--- config.mk ---
export PLATFORM = sky130hd
export DESIGN_NAME = uart_rx_frame_writer_flat
export DESIGN_NICKNAME = d
export VERILOG_FILES = /design/src/rtl/uart_pkg.sv /design/src/rtl/uart_rx_frame_writer_if.sv /design/src/rtl/pulse_stretch.sv /design/src/rtl/uart_rx_frame_writer.sv /design/src/flat_wrapper.sv
export SDC_FILE = /design/constraint.sdc
export NUM_CORES = 1
export LEC_CHECK = 0
export ABC_CLOCK_PERIOD_IN_PS = 5650
export CAP_MARGIN = 20
export CORE_MARGIN = 1
export CORE_UTILIZATION = 50
export CTS_BUF_LIST = sky130_fd_sc_hd__clkbuf_4 sky130_fd_sc_hd__clkbuf_8
export DETAILED_ROUTE_END_ITERATION = 7
export PLACE_DENSITY_LB_ADDON = 0.08
export SYNTH_ARGS = -nofsm -noshare
export SYNTH_HDL_FRONTEND = slang
export SYNTH_SLANG_ARGS = --single-unit
--- constraint.sdc ---
create_clock -name clk -period 5.65 [get_ports clk]
set_input_delay 1.4125 -clock clk [delete_from_list [all_inputs] [get_ports clk]]
set_output_delay 1.4125 -clock clk [all_outputs]
set_load 0.01 [all_outputs]
--- src/rtl/uart_pkg.sv ---
// -----------------------------------------------------------------------------
// uart_pkg
// Shared UART definitions for the RX frame writer and the TX frame side.
//   rx_wr_state_e : states of the RX frame writer FSM
//   SYNC0_DEFAULT / SYNC1_DEFAULT : default 2-byte frame sync header
//   PULSE_LEN / PULSE_CNT_W : length and counter width of status pulses
// -----------------------------------------------------------------------------
package uart_pkg;

    typedef enum logic [2:0] {
        IDLE,
        SYNC_REQ,
        SYNC_CHK,
        PIX_REQ,
        PIX_WAIT,
        PIX_WRITE,
        DONE,
        ERR
    } rx_wr_state_e;

    localparam logic [7:0] SYNC0_DEFAULT = 8'hAA;
    localparam logic [7:0] SYNC1_DEFAULT = 8'h55;

    // Status pulses (frame done / frame error) last this many cycles.
    localparam int PULSE_LEN   = 5;
    localparam int PULSE_CNT_W = 3;

endpackage

--- src/rtl/uart_rx_frame_writer_if.sv ---
// -----------------------------------------------------------------------------
// uart_rx_frame_writer_if
// Bundles the RX FIFO read port and the frame buffer write port seen by the
// RX frame writer.
//   rx_empty  : FIFO empty
//   rd_en     : FIFO pop; rd_data is valid the following cycle
//   rd_data   : FIFO read data
//   fb_we     : frame buffer write enable
//   fb_wAddr  : frame buffer write address (0 when fb_we is low)
//   fb_wData  : frame buffer write data (0 when fb_we is low)
// Modports: master = frame writer, slave = FIFO / frame buffer side.
// -----------------------------------------------------------------------------
interface uart_rx_frame_writer_if #(
    parameter int DATA_WIDTH = 8,
    parameter int ADDR_WIDTH = 16
);

    logic                  rx_empty;
    logic                  rd_en;
    logic [DATA_WIDTH-1:0] rd_data;
    logic                  fb_we;
    logic [ADDR_WIDTH-1:0] fb_wAddr;
    logic [7:0]            fb_wData;

    modport master (
        input  rx_empty,
        input  rd_data,
        output rd_en,
        output fb_we,
        output fb_wAddr,
        output fb_wData
    );

    modport slave (
        output rx_empty,
        output rd_data,
        input  rd_en,
        input  fb_we,
        input  fb_wAddr,
        input  fb_wData
    );

endinterface

--- src/rtl/pulse_stretch.sv ---
// -----------------------------------------------------------------------------
// pulse_stretch
// Turns a single-cycle trigger into a level that is high for LEN cycles,
// starting the cycle after the trigger. A new trigger restarts the count.
//   clk       : clock
//   reset     : synchronous, active-high reset
//   i_trigger : start (or restart) the pulse
//   o_pulse   : stretched pulse output
// -----------------------------------------------------------------------------
module pulse_stretch
    import uart_pkg::*;
#(
    parameter int LEN = PULSE_LEN
) (
    input  logic clk,
    input  logic reset,
    input  logic i_trigger,
    output logic o_pulse
);

    logic [PULSE_CNT_W-1:0] r_cnt;

    // NOTE: clocked state is always written with non-blocking assignments so
    // every flop samples pre-edge values regardless of statement order.
    always_ff @(posedge clk) begin
        if (reset) begin
            r_cnt <= '0;
        end else if (i_trigger) begin
            r_cnt <= PULSE_CNT_W'(LEN);
        end else if (r_cnt != '0) begin
            r_cnt <= r_cnt - PULSE_CNT_W'(1);
        end
    end

    assign o_pulse = (r_cnt != '0);

endmodule

--- src/rtl/uart_rx_frame_writer.sv ---
// -----------------------------------------------------------------------------
// uart_rx_frame_writer
// Pops bytes from the UART RX FIFO, hunts for the SYNC0/SYNC1 header and then
// writes IMG_WIDTH*IMG_HEIGHT pixel bytes to the frame buffer in raster order.
// An inter-byte timeout during pixel reception aborts a truncated upload.
//   clk             : clock
//   reset           : synchronous, active-high reset
//   i_rx_enable     : permits header hunting / new frame start
//   bus             : RX FIFO read port + frame buffer write port (master)
//   o_receiving     : high from header accepted until frame end or error
//   o_frame_rx_done : PULSE_LEN-cycle pulse after the last pixel is written
//   o_frame_rx_err  : PULSE_LEN-cycle pulse after a timeout abort
// -----------------------------------------------------------------------------
module uart_rx_frame_writer
    import uart_pkg::*;
#(
    parameter int         DATA_WIDTH     = 8,
    parameter int         IMG_WIDTH      = 176,
    parameter int         IMG_HEIGHT     = 240,
    parameter int         ADDR_WIDTH     = $clog2(IMG_WIDTH * IMG_HEIGHT),
    parameter logic [7:0] SYNC0          = SYNC0_DEFAULT,
    parameter logic [7:0] SYNC1          = SYNC1_DEFAULT,
    parameter int         TIMEOUT_CYCLES = 1_000_000
) (
    input  logic                          clk,
    input  logic                          reset,
    input  logic                          i_rx_enable,
    uart_rx_frame_writer_if.master        bus,
    output logic                          o_receiving,
    output logic                          o_frame_rx_done,
    output logic                          o_frame_rx_err
);

    localparam int                    TOTAL    = IMG_WIDTH * IMG_HEIGHT;
    localparam logic [ADDR_WIDTH-1:0] LAST_PIX = ADDR_WIDTH'(TOTAL - 1);
    localparam int                    TO_W     = $clog2(TIMEOUT_CYCLES + 1);
    localparam logic [TO_W-1:0]       TO_LAST  = TO_W'(TIMEOUT_CYCLES - 1);

    rx_wr_state_e          r_state,       w_state_next;
    logic                  r_sync_idx,    w_sync_idx_next;
    logic [ADDR_WIDTH-1:0] r_pixel_cnt,   w_pixel_cnt_next;
    logic [TO_W-1:0]       r_timeout_cnt, w_timeout_cnt_next;
    logic [7:0]            r_pixel_data,  w_pixel_data_next;

    logic                  w_rd_en;
    logic                  w_fb_we;
    logic [ADDR_WIDTH-1:0] w_fb_addr;
    logic [7:0]            w_fb_data;
    logic                  w_receiving;
    logic                  w_done_trig;
    logic                  w_err_trig;
    logic [DATA_WIDTH-1:0] w_rd_word;
    logic [7:0]            w_rd_byte;

    // Only 8-bit FIFO words are supported; the pixel is the whole word.
    assign w_rd_word = bus.rd_data;
    assign w_rd_byte = w_rd_word[7:0];

    // -------------------------------------------------------------------------
    // State register
    // -------------------------------------------------------------------------
    always_ff @(posedge clk) begin
        if (reset) begin
            r_state       <= IDLE;
            r_sync_idx    <= 1'b0;
            r_pixel_cnt   <= '0;
            r_timeout_cnt <= '0;
            r_pixel_data  <= '0;
        end else begin
            r_state       <= w_state_next;
            r_sync_idx    <= w_sync_idx_next;
            r_pixel_cnt   <= w_pixel_cnt_next;
            r_timeout_cnt <= w_timeout_cnt_next;
            r_pixel_data  <= w_pixel_data_next;
        end
    end

    // -------------------------------------------------------------------------
    // Next-state and output decode
    // -------------------------------------------------------------------------
    // NOTE: every signal assigned below gets a default first, so no path can
    // leave one unassigned and infer a latch.
    always_comb begin
        w_state_next       = r_state;
        w_sync_idx_next    = r_sync_idx;
        w_pixel_cnt_next   = r_pixel_cnt;
        w_timeout_cnt_next = r_timeout_cnt;
        w_pixel_data_next  = r_pixel_data;
        w_rd_en            = 1'b0;
        w_fb_we            = 1'b0;
        w_fb_addr          = '0;
        w_fb_data          = '0;
        w_receiving        = 1'b0;
        w_done_trig        = 1'b0;
        w_err_trig         = 1'b0;

        unique case (r_state)
            IDLE: begin
                if (i_rx_enable) begin
                    w_sync_idx_next = 1'b0;
                    w_state_next    = SYNC_REQ;
                end
            end

            // Header hunting has no timeout; it may wait indefinitely.
            SYNC_REQ: begin
                if (!i_rx_enable) begin
                    w_state_next = IDLE;
                end else if (!bus.rx_empty) begin
                    w_rd_en      = 1'b1;
                    w_state_next = SYNC_CHK;
                end
            end

            // A SYNC0 seen while already holding SYNC0 keeps the match at
            // index 1, so a header preceded by extra SYNC0 bytes still locks.
            SYNC_CHK: begin
                w_state_next = SYNC_REQ;
                if (r_sync_idx && (w_rd_byte == SYNC1)) begin
                    w_pixel_cnt_next   = '0;
                    w_timeout_cnt_next = '0;
                    w_state_next       = PIX_REQ;
                end else if (w_rd_byte == SYNC0) begin
                    w_sync_idx_next = 1'b1;
                end else begin
                    w_sync_idx_next = 1'b0;
                end
            end

            PIX_REQ: begin
                w_receiving = 1'b1;
                if (!bus.rx_empty) begin
                    w_rd_en            = 1'b1;
                    w_timeout_cnt_next = '0;
                    w_state_next       = PIX_WAIT;
                end else if (r_timeout_cnt == TO_LAST) begin
                    w_state_next = ERR;
                end else begin
                    w_timeout_cnt_next = r_timeout_cnt + TO_W'(1);
                end
            end

            PIX_WAIT: begin
                w_receiving       = 1'b1;
                w_pixel_data_next = w_rd_byte;
                w_state_next      = PIX_WRITE;
            end

            PIX_WRITE: begin
                w_receiving = 1'b1;
                w_fb_we     = 1'b1;
                w_fb_addr   = r_pixel_cnt;
                w_fb_data   = r_pixel_data;
                if (r_pixel_cnt == LAST_PIX) begin
                    w_pixel_cnt_next = '0;
                    w_state_next     = DONE;
                end else begin
                    w_pixel_cnt_next = r_pixel_cnt + ADDR_WIDTH'(1);
                    w_state_next     = PIX_REQ;
                end
            end

            DONE: begin
                w_done_trig  = 1'b1;
                w_state_next = IDLE;
            end

            ERR: begin
                w_err_trig       = 1'b1;
                w_pixel_cnt_next = '0;
                w_state_next     = IDLE;
            end

            default: begin
                w_state_next = IDLE;
            end
        endcase
    end

    assign bus.rd_en    = w_rd_en;
    assign bus.fb_we    = w_fb_we;
    assign bus.fb_wAddr = w_fb_addr;
    assign bus.fb_wData = w_fb_data;
    assign o_receiving  = w_receiving;

    // -------------------------------------------------------------------------
    // Status pulses; they count down independently of the FSM.
    // -------------------------------------------------------------------------
    pulse_stretch #(.LEN(PULSE_LEN)) u_done_pulse (
        .clk       (clk),
        .reset     (reset),
        .i_trigger (w_done_trig),
        .o_pulse   (o_frame_rx_done)
    );

    pulse_stretch #(.LEN(PULSE_LEN)) u_err_pulse (
        .clk       (clk),
        .reset     (reset),
        .i_trigger (w_err_trig),
        .o_pulse   (o_frame_rx_err)
    );

endmodule
--- src/flat_wrapper.sv ---
// flat-port wrapper written by rule: the top's interface ports become plain ports
module uart_rx_frame_writer_flat import uart_pkg::*;
#(
    parameter int         DATA_WIDTH     = 8,
    parameter int         IMG_WIDTH      = 176,
    parameter int         IMG_HEIGHT     = 240,
    parameter int         ADDR_WIDTH     = $clog2(IMG_WIDTH * IMG_HEIGHT),
    parameter logic [7:0] SYNC0          = SYNC0_DEFAULT,
    parameter logic [7:0] SYNC1          = SYNC1_DEFAULT,
    parameter int         TIMEOUT_CYCLES = 1_000_000
)
  (clk, reset, i_rx_enable, o_receiving, o_frame_rx_done, o_frame_rx_err, bus_rx_empty, bus_rd_data, bus_rd_en, bus_fb_we, bus_fb_wAddr, bus_fb_wData);
  uart_rx_frame_writer_if #(.DATA_WIDTH(DATA_WIDTH), .ADDR_WIDTH(ADDR_WIDTH)) bus_i ();
  input  logic clk;
  input  logic reset;
  input  logic i_rx_enable;
  output logic o_receiving;
  output logic o_frame_rx_done;
  output logic o_frame_rx_err;
  input wire logic [$bits(bus_i.rx_empty)-1:0] bus_rx_empty;
  input wire logic [$bits(bus_i.rd_data)-1:0] bus_rd_data;
  output wire logic [$bits(bus_i.rd_en)-1:0] bus_rd_en;
  output wire logic [$bits(bus_i.fb_we)-1:0] bus_fb_we;
  output wire logic [$bits(bus_i.fb_wAddr)-1:0] bus_fb_wAddr;
  output wire logic [$bits(bus_i.fb_wData)-1:0] bus_fb_wData;
  assign bus_i.rx_empty = bus_rx_empty;
  assign bus_i.rd_data = bus_rd_data;
  assign bus_rd_en = bus_i.rd_en;
  assign bus_fb_we = bus_i.fb_we;
  assign bus_fb_wAddr = bus_i.fb_wAddr;
  assign bus_fb_wData = bus_i.fb_wData;
  uart_rx_frame_writer #(.DATA_WIDTH(DATA_WIDTH), .IMG_WIDTH(IMG_WIDTH), .IMG_HEIGHT(IMG_HEIGHT), .ADDR_WIDTH(ADDR_WIDTH), .SYNC0(SYNC0), .SYNC1(SYNC1), .TIMEOUT_CYCLES(TIMEOUT_CYCLES)) u_core (.clk(clk), .reset(reset), .i_rx_enable(i_rx_enable), .bus(bus_i), .o_receiving(o_receiving), .o_frame_rx_done(o_frame_rx_done), .o_frame_rx_err(o_frame_rx_err));
endmodule
==> run summary <==
Ys flop type -> dfxtp_1
Post-CTS Resized -> 0
Slew @ Worst Pin -> 0.883 ns
Clk buf depth -> 2
Post-CTS Hold Fix Bufs -> 0
Seq/Total Area, Yosys -> 34.7%
Crit Path Category -> primary input to primary output
Total track usage -> 22.3%
Die Wd -> 81.0 um
Initial DRC Count -> 172
Final WL -> 6950 um
Slowest CP cell -> clkdlybuf4s50_1
Top cells by area, synth -> dfxtp_1 (35%), and3_1 (7.2%), nand2_1 (4.7%), nor2_1 (4.1%), a21oi_1 (3.5%)
Status -> complete, no violations
RSZ-0062 raised after global routing -> false
Setup Skew -> 0.00488 ns
Clock transition at the registers of the reported paths -> 0.10 ns
Synth warnings -> 0
H-tree levels -> 2
Commonest non-fill, non-tap cell in the layout -> dfxtp_1
Post-route cell area -> 3610 um^2
Post-CTS setup buffers -> 0
Worst Setup Slack, final -> 1.30 ns
Initial core utilization -> 52.3%
Layout cells sized above 1 -> 5.90%
Worst Path Required -> 4.24 ns
FMAX -> 230 MHz
First-pass DRT Iterations -> 5
Pwr per Cell Area -> 229 nW/um^2
Port buffer count -> 40
Place WS -> 1.33 ns
Worst vdd ir -> 0.147 mV
Wire per inst -> 14.4 um
Die Y -> 81.0 um
Crit-path cells -> clkdlybuf4s50_1 -> nor2_1 -> nor4b_1 -> clkdlybuf4s50_1
Most numerous cell on the critical path -> clkdlybuf4s50_1
Post-route ant nets -> 0
Nets -> 426
Die area -> 6550 um^2
Gr ovfl total -> 0
Area fraction of the dominant cell type after synthesis -> 34.7%
Io pins -> 41
TNS Setup -> 0 ns
Setup violation total in the final timing report -> 0
Clock Sinks -> 54
Commonest non-fill, non-tap cells in the layout -> dfxtp_1 (54), clkdlybuf4s50_1 (40), nand2_1 (39), and3_1 (36), nor2_1 (34)
Placed cell areas -> 3500 um^2
Worst slew margin -> 41.0%
Total number of vias -> 2812
FP Rows -> 28
Number of flops mapped to enable cells by yosys -> 0
Routed vias/inst -> 5.83
Total power -> 0.826 mW
Final Max Slew Viols -> 0
Largest net degree at the start of global routing -> 42
Vias in the first global route -> 2450
Hold Crit Class -> register to register
# diodes -> 0
FFs w/ async S/R, synth -> 0%
Antenna violations before repair -> 0
Hold_ws -> 0.467 ns
Minimum clock period -> 4.35 ns
Residual DRC count -> 0
CP Data Arrival Time -> 2.93 ns
Critical Path Sink Type -> primary output
Core Footprint -> 5960 um^2
Worst skew pair latency -> 0.31 ns
TritonCTS Buffers -> 5
Post-synthesis cell area -> 3120 um^2
RD Place Congestion -> 0.785
P&R area growth vs syn -> 15.8%
Root buf cell -> clkbuf_8
CTS tree -> yes
# Max-Cap Violations -> 0
Synth Net Count -> 404
Crit Path Max Fanout -> 5
First-pass GRT wire length -> 11500 um
Register bit total from synthesis -> 54
Top cell type by total area after synthesis -> dfxtp_1
Leak -> 1.33 nW
Final Cycle Share -> 76.9%
Detailed Place HPWL -> 4780 um
Avg Cell Area, Syn -> 8.12 um^2
Synth cell types -> 53
Max incr delay on CP -> 0.59 ns
Post-Synthesis Cells -> 384
Final Hold Fails -> 0
Crit path launch type -> primary input
-- path summary, 6_finish.rpt --
| path | cells past startpoint | from | slack [ns] | endpoint |
|---|---|---|---|---|
| max | 4 | i_rx_enable | 1.30 | bus_rd_en |
| min | 1 | u_core.r_timeout_cnt[19] | 0.47 | u_core.r_timeout_cnt[19] |
| max reg2reg | 5 | u_core.r_state[2] | 3.07 | u_core.r_pixel_data[2] |
| min reg2reg | 1 | u_core.r_timeout_cnt[19] | 0.47 | u_core.r_timeout_cnt[19] |
-- per-layer routing --
metal,share of wire (%),global-route usage (%)
met1,50,31.6
met2,46,35.5
met3,3.7,3.03
met4,0.79,5.89
met5,0,0
-- area by class of cell --
class	count	area, um^2
clock buffer	5	68.8
timing repair buffer	43	423
multi-input combinational	291	1860
clock inverter	3	45.0
sequential	54	1080
inverter	11	41.3
fill	553	2350
tap	75	93.8
-- power by group --
part | leakage, nW | switching (mW) | total, mW | internal (mW)
clock network | 0.0504 | 0.132 | 0.264 | 0.132
logic | 0.846 | 0.0836 | 0.156 | 0.0729
registers | 0.436 | 0.00956 | 0.405 | 0.395
-- synth_stat cells, types with 4 or more instances --
| cell type | instances |
|---|---|
| and3_1 | 36 |
| nor4bb_1 | 4 |
| and4_1 | 6 |
| a311oi_1 | 7 |
| clkbuf_1 | 16 |
| o21ai_0 | 14 |
| a21oi_1 | 22 |
| dfxtp_1 | 54 |
| a41oi_1 | 6 |
| a31oi_1 | 16 |
| mux2i_1 | 11 |
| nand2_1 | 39 |
| nand3_1 | 13 |
| xnor2_1 | 9 |
| inv_1 | 11 |
| and2_1 | 7 |
| nor2_1 | 34 |
| buf_2 | 8 |
| nor3_1 | 10 |
| ha_1 | 8 |
-- metrics by stage --
stage / cells / util [%]
2_1_floorplan: 384 / -
3_3_place_gp: 474 / 58.7
3_5_place_dp: 474 / 58.7
4_1_cts: 482 / 60.6
5_1_grt: 482 / 60.6
6_report: 482 / 60.6
-- sequential cells by signal (all words and copies together), names as in the netlist --
signal,flops
u_core.u_err_pulse.r_cnt,3
u_core.u_done_pulse.r_cnt,3
u_core.r_pixel_data,8
u_core.r_timeout_cnt,20
u_core.r_state,3
u_core.r_sync_idx,1
u_core.r_pixel_cnt,16
-- logic make-up after synthesis --
kind of cell	share of synthesized area, %
AO/OA/AOI/OAI	17.6
XOR/XNOR	3.09
adder cells (fa/ha/maj)	3.21
buffers and inverters	5.74
flip-flops	34.7
multiplexers	3.53
AND/OR/NAND/NOR	32.2
-- critical path, delay by kind of cell --
family | cells | cell delay [ns]
AND/OR/NAND/NOR | 2 | 0.38
buffers and inverters | 2 | 1.14
No activity file was read; power rests on OpenSTA's default activity.
